===== src/rtl/cam_capture_maxis.sv =====
// OV7670-class parallel camera capture: packs byte pairs into 16-bit pixels and
// emits them as an AXI4-Stream video master with SOF (TUSER) and EOL (TLAST).
module cam_capture_maxis #(
  parameter int unsigned X_RES = 640,
  parameter int unsigned Y_RES = 480
) (
  input  logic        i_pclk,
  input  logic        i_resetn,
  input  logic        i_enable,
  input  logic        i_vsync,
  input  logic        i_href,
  input  logic [7:0]  i_data,
  output logic [15:0] M_AXIS_VIDEO_TDATA,
  output logic        M_AXIS_TVALID,
  input  logic        M_AXIS_VIDEO_TREADY,
  output logic        M_AXIS_VIDEO_TUSER,
  output logic        M_AXIS_VIDEO_TLAST
);

  localparam int unsigned PIX_W  = (X_RES > 1) ? $clog2(X_RES) : 1;
  localparam int unsigned LINE_W = $clog2(Y_RES + 1);

  typedef enum logic [1:0] {
    IDLE        = 2'd0,
    WAIT_VS_END = 2'd1,
    CAPTURE     = 2'd2
  } state_t;

  state_t state, state_nxt;

  logic              phase, phase_nxt;
  logic [7:0]        low_byte, low_byte_nxt;
  logic [PIX_W-1:0]  pix_cnt, pix_cnt_nxt;
  logic [LINE_W-1:0] line_cnt, line_cnt_nxt;
  logic              sof, sof_nxt;
  logic [15:0]       tdata_nxt;
  logic              tvalid_nxt, tuser_nxt, tlast_nxt;

  logic capturing_c;
  logic pixel_c;
  logic end_line_c;
  logic end_frame_c;

  // The camera cannot be stalled, so backpressure is deliberately ignored.
  logic unused_tready;
  assign unused_tready = M_AXIS_VIDEO_TREADY;

  // VSYNC inside a frame aborts it, so data is only taken while VSYNC is low.
  assign capturing_c = (state == CAPTURE) && !i_vsync;
  assign pixel_c     = capturing_c && i_href && phase;
  assign end_line_c  = pixel_c && (pix_cnt == PIX_W'(X_RES - 1));
  assign end_frame_c = end_line_c && (line_cnt == LINE_W'(Y_RES - 1));

  // State register.
  always_ff @(posedge i_pclk or posedge i_resetn) begin
    if (i_resetn) state <= IDLE;
    else          state <= state_nxt;
  end

  // Next-state logic.
  always_comb begin
    state_nxt = state;
    case (state)
      IDLE: begin
        if (i_vsync && i_enable) state_nxt = WAIT_VS_END;
      end
      WAIT_VS_END: begin
        if (!i_vsync) state_nxt = CAPTURE;
      end
      CAPTURE: begin
        if (i_vsync)          state_nxt = i_enable ? WAIT_VS_END : IDLE;
        else if (end_frame_c) state_nxt = IDLE;
      end
      default: state_nxt = IDLE;
    endcase
  end

  // Datapath and output next values.
  always_comb begin
    phase_nxt    = phase;
    low_byte_nxt = low_byte;
    pix_cnt_nxt  = pix_cnt;
    line_cnt_nxt = line_cnt;
    sof_nxt      = sof;
    tdata_nxt    = M_AXIS_VIDEO_TDATA;
    tvalid_nxt   = 1'b0;
    tuser_nxt    = 1'b0;
    tlast_nxt    = 1'b0;

    if (!capturing_c) begin
      phase_nxt    = 1'b0;
      pix_cnt_nxt  = '0;
      line_cnt_nxt = '0;
      if (state == WAIT_VS_END && state_nxt == CAPTURE) sof_nxt = 1'b1;
    end else if (!i_href) begin
      // Short lines and odd trailing bytes are dropped here.
      phase_nxt   = 1'b0;
      pix_cnt_nxt = '0;
    end else if (!phase) begin
      phase_nxt    = 1'b1;
      low_byte_nxt = i_data;
    end else begin
      phase_nxt  = 1'b0;
      tvalid_nxt = 1'b1;
      tdata_nxt  = {i_data, low_byte};
      tuser_nxt  = sof;
      sof_nxt    = 1'b0;
      if (end_line_c) begin
        tlast_nxt    = 1'b1;
        pix_cnt_nxt  = '0;
        line_cnt_nxt = line_cnt + LINE_W'(1);
      end else begin
        pix_cnt_nxt = pix_cnt + PIX_W'(1);
      end
    end
  end

  // Datapath and output registers.
  always_ff @(posedge i_pclk or posedge i_resetn) begin
    if (i_resetn) begin
      phase              <= 1'b0;
      low_byte           <= '0;
      pix_cnt            <= '0;
      line_cnt           <= '0;
      sof                <= 1'b0;
      M_AXIS_VIDEO_TDATA <= '0;
      M_AXIS_TVALID      <= 1'b0;
      M_AXIS_VIDEO_TUSER <= 1'b0;
      M_AXIS_VIDEO_TLAST <= 1'b0;
    end else begin
      phase              <= phase_nxt;
      low_byte           <= low_byte_nxt;
      pix_cnt            <= pix_cnt_nxt;
      line_cnt           <= line_cnt_nxt;
      sof                <= sof_nxt;
      M_AXIS_VIDEO_TDATA <= tdata_nxt;
      M_AXIS_TVALID      <= tvalid_nxt;
      M_AXIS_VIDEO_TUSER <= tuser_nxt;
      M_AXIS_VIDEO_TLAST <= tlast_nxt;
    end
  end

endmodule


===== config.mk =====
export PLATFORM = sky130hd
export DESIGN_NAME = cam_capture_maxis
export DESIGN_NICKNAME = d
export VERILOG_FILES = /design/src/rtl/cam_capture_maxis.sv
export SDC_FILE = /design/constraint.sdc
export NUM_CORES = 1
export LEC_CHECK = 0
export CORE_MARGIN = 8
export CORE_UTILIZATION = 30
export DETAILED_ROUTE_END_ITERATION = 6
export MAX_ROUTING_LAYER = met4
export PLACE_DENSITY = 0.53
export SYNTH_ARGS = -nofsm -noshare
export SYNTH_HDL_FRONTEND = slang
export SYNTH_SLANG_ARGS = --single-unit

===== constraint.sdc =====
create_clock -name i_pclk -period 4.6 [get_ports i_pclk]
set_clock_uncertainty 0.05 [all_clocks]
set_input_delay 0.92 -clock i_pclk [delete_from_list [all_inputs] [get_ports i_pclk]]
set_output_delay 0.92 -clock i_pclk [all_outputs]
set_load 0.02 [all_outputs]

==> run summary <==
DR WL/cell - 13.5 um
Core Footprint - 7180 um^2
Die Wd - 102 um
vias in the first global route - 1550
# fillers - 714
Worst setup SP type - primary input
initial antenna violation count - 0
max frequency - 0.363 GHz
# DRC - 0
syn_area_per_cell - 12.4 um^2
nets - 228
most frequent cells in the layout - dfrtp_1, clkdlybuf4s50_1, mux2_2
die height - 102 um
cts bufs inserted - 5
WP data required - 4740 ps
# clock sinks - 50
min-delay src - low_byte[7]
most common cell after layout, fill and taps aside - dfrtp_1
Syn Inst Count - 178
post-CTS sizing - 0
DRT antenna net count - 0
crit path DAT - 2900 ps
RR Startpoint - phase
Top FF cell, synth - dfrtp_1
Clock transition at path regs - 90 ps
Yosys reg bits - 50
Slew @ Worst Pin - 1030 ps
crit end category - register
Final setup viols - 0
Slew Viols, Final - 0
register area share after synthesis - 56.8%
layout cells sized above 1 - 21.1%
setup ws final - 1840 ps
DR iter-0 viols - 49
row count - 31
number of diodes - 0
I/O pin count - 33
number of standard cells in the final layout excluding fillers - 312
async set-reset flop share out of synthesis - 100%
Skew-Pair Late Insertion Delay - 300 ps
Max-Cap Viols - 0
TritonRoute pass-1 iters - 4
Slew HR - 31.4%
Cells after DPL - 304
Critical Path Source - i_vsync
gp weighted congestion - 0.723
EDFF count, synth - 0
Period minus WS final - 2760 ps
Initial Utilization - 30.7%
gr ovfl total - 0
CTS max path bufs - 2
Layout area overhead - 22.5%
Post-Synthesis Cell Area - 2200 um^2
IO buf count - 31
Vias - 1458
Power Dens Cells - 303 nW/um^2
Mapped Nets - 194
setup repair bufs after CTS - 0
dpl ws - 1460 ps
leak pwr - 1.16 nW
total track usage - 9.54%
pin count of the biggest net entering global routing - 51
first-pass GRT wire length - 7520 um
Final Cycle Share - 60.0%
status - finished clean
Crit Path Class - in2reg
DP Wirelength - 2900 um
die area - 10300 um^2
VDD IR max - 0.130 mV
Vias/cell - 4.67
final count of hold timing violations - 0
RSZ-0062 raised after global routing - false
Hold Path Class - reg2reg
H-tree depth - 2
root buf cell - clkbuf_8
CTS tree - built
critical path fanouts, max - 12
Hold Buf Count CTS - 0
Post-Route WL - 4220 um
final setup TNS - 0 ps
post-synth cell types - 45
warnings from Yosys - 0
==> flip-flops by register name (all words and copies together), names as in the netlist <==
register and cells:
M_AXIS_VIDEO_TLAST 1, sof 1, M_AXIS_VIDEO_TUSER 1, M_AXIS_VIDEO_TDATA 16
state 2, line_cnt 9, M_AXIS_TVALID 1, phase 1
pix_cnt 10, low_byte 8
==> cell type report <==
| type | instances | area, um^2 | share of cell area, % |
|---|---|---|---|
| Timing Repair Buffer | 32 | 318 | 11.8 |
| Inverter | 7 | 26.3 | 0.973 |
| Sequential cell | 50 | 1250 | 46.3 |
| Clock buffer | 6 | 72.6 | 2.69 |
| Multi-Input combinational cell | 116 | 895 | 33.1 |
| Clock inverter | 2 | 13.8 | 0.510 |
| Tap cell | 99 | 124 | 4.59 |
==> metrics by stage <==
step | instance area [um^2] | hold slack (ps) | power [mW] | util, %
2_1_floorplan | 2200 | 392 | 0.541 | -
3_3_place_gp | 2610 | 419 | 0.573 | 36.4
3_5_place_dp | 2610 | 428 | 0.575 | 36.4
4_1_cts | 2700 | 466 | 0.831 | 37.6
5_1_grt | 2700 | 486 | 0.864 | 37.6
6_report | 2700 | 462 | 0.817 | 37.6
==> cell usage after synthesis, types with 2 or more instances <==
cell	instances	area (um^2)
a21oi_1	7	35.0
and3_1	4	25.0
buf_2	3	15.0
dfrtp_1	50	1250
ha_1	2	25.0
inv_1	6	22.5
mux2_2	24	270
nand2_1	7	26.3
nand2b_1	3	18.8
nand3_1	5	25.0
nand4_1	6	37.5
nor2_1	9	33.8
o2111ai_1	2	17.5
o21ai_0	9	45.0
o31ai_1	2	15.0
or3_1	3	18.8
or4_1	2	15.0
xor2_1	7	61.3
==> worst max-delay path, cell delays in order <==
cell and delay, ps:
clkdlybuf4s50_1 580, and4bb_4 260, nand2_1 400, clkinv_1 380, mux2_2 350
==> routing by layer <==
metal | track usage, % | wire length (um)
met5 | - | 0
met4 | 3.09 | 53
met3 | 4.40 | 314
met2 | 13.6 | 1840
met1 | 11.6 | 2020
==> final timing paths <==
kind	end	slack, ps	cells past startpoint
worst max-delay path	M_AXIS_VIDEO_TDATA[9]	1840	5
worst min-delay path	low_byte[7]	460	1
worst max register to register	line_cnt[8]	2580	4
worst min register to register	low_byte[7]	460	1
max in group asynchronous	pix_cnt[6]	2730	2
min in group asynchronous	line_cnt[1]	1130	2
==> power by group <==
part	internal, mW	switching (mW)
clock network	0.108	0.146
logic	0.0437	0.0304
registers	0.472	0.0168
==> cell families after synthesis <==
logic type	synth area share, %
buffers and inverters	2.67
adder cells (fa/ha/maj)	1.13
AO/OA/AOI/OAI	8.74
AND/OR/NAND/NOR	15.7
multiplexers	12.3
XOR/XNOR	2.78
flip-flops	56.8
Note: power is estimated with default switching activity, not from simulation.
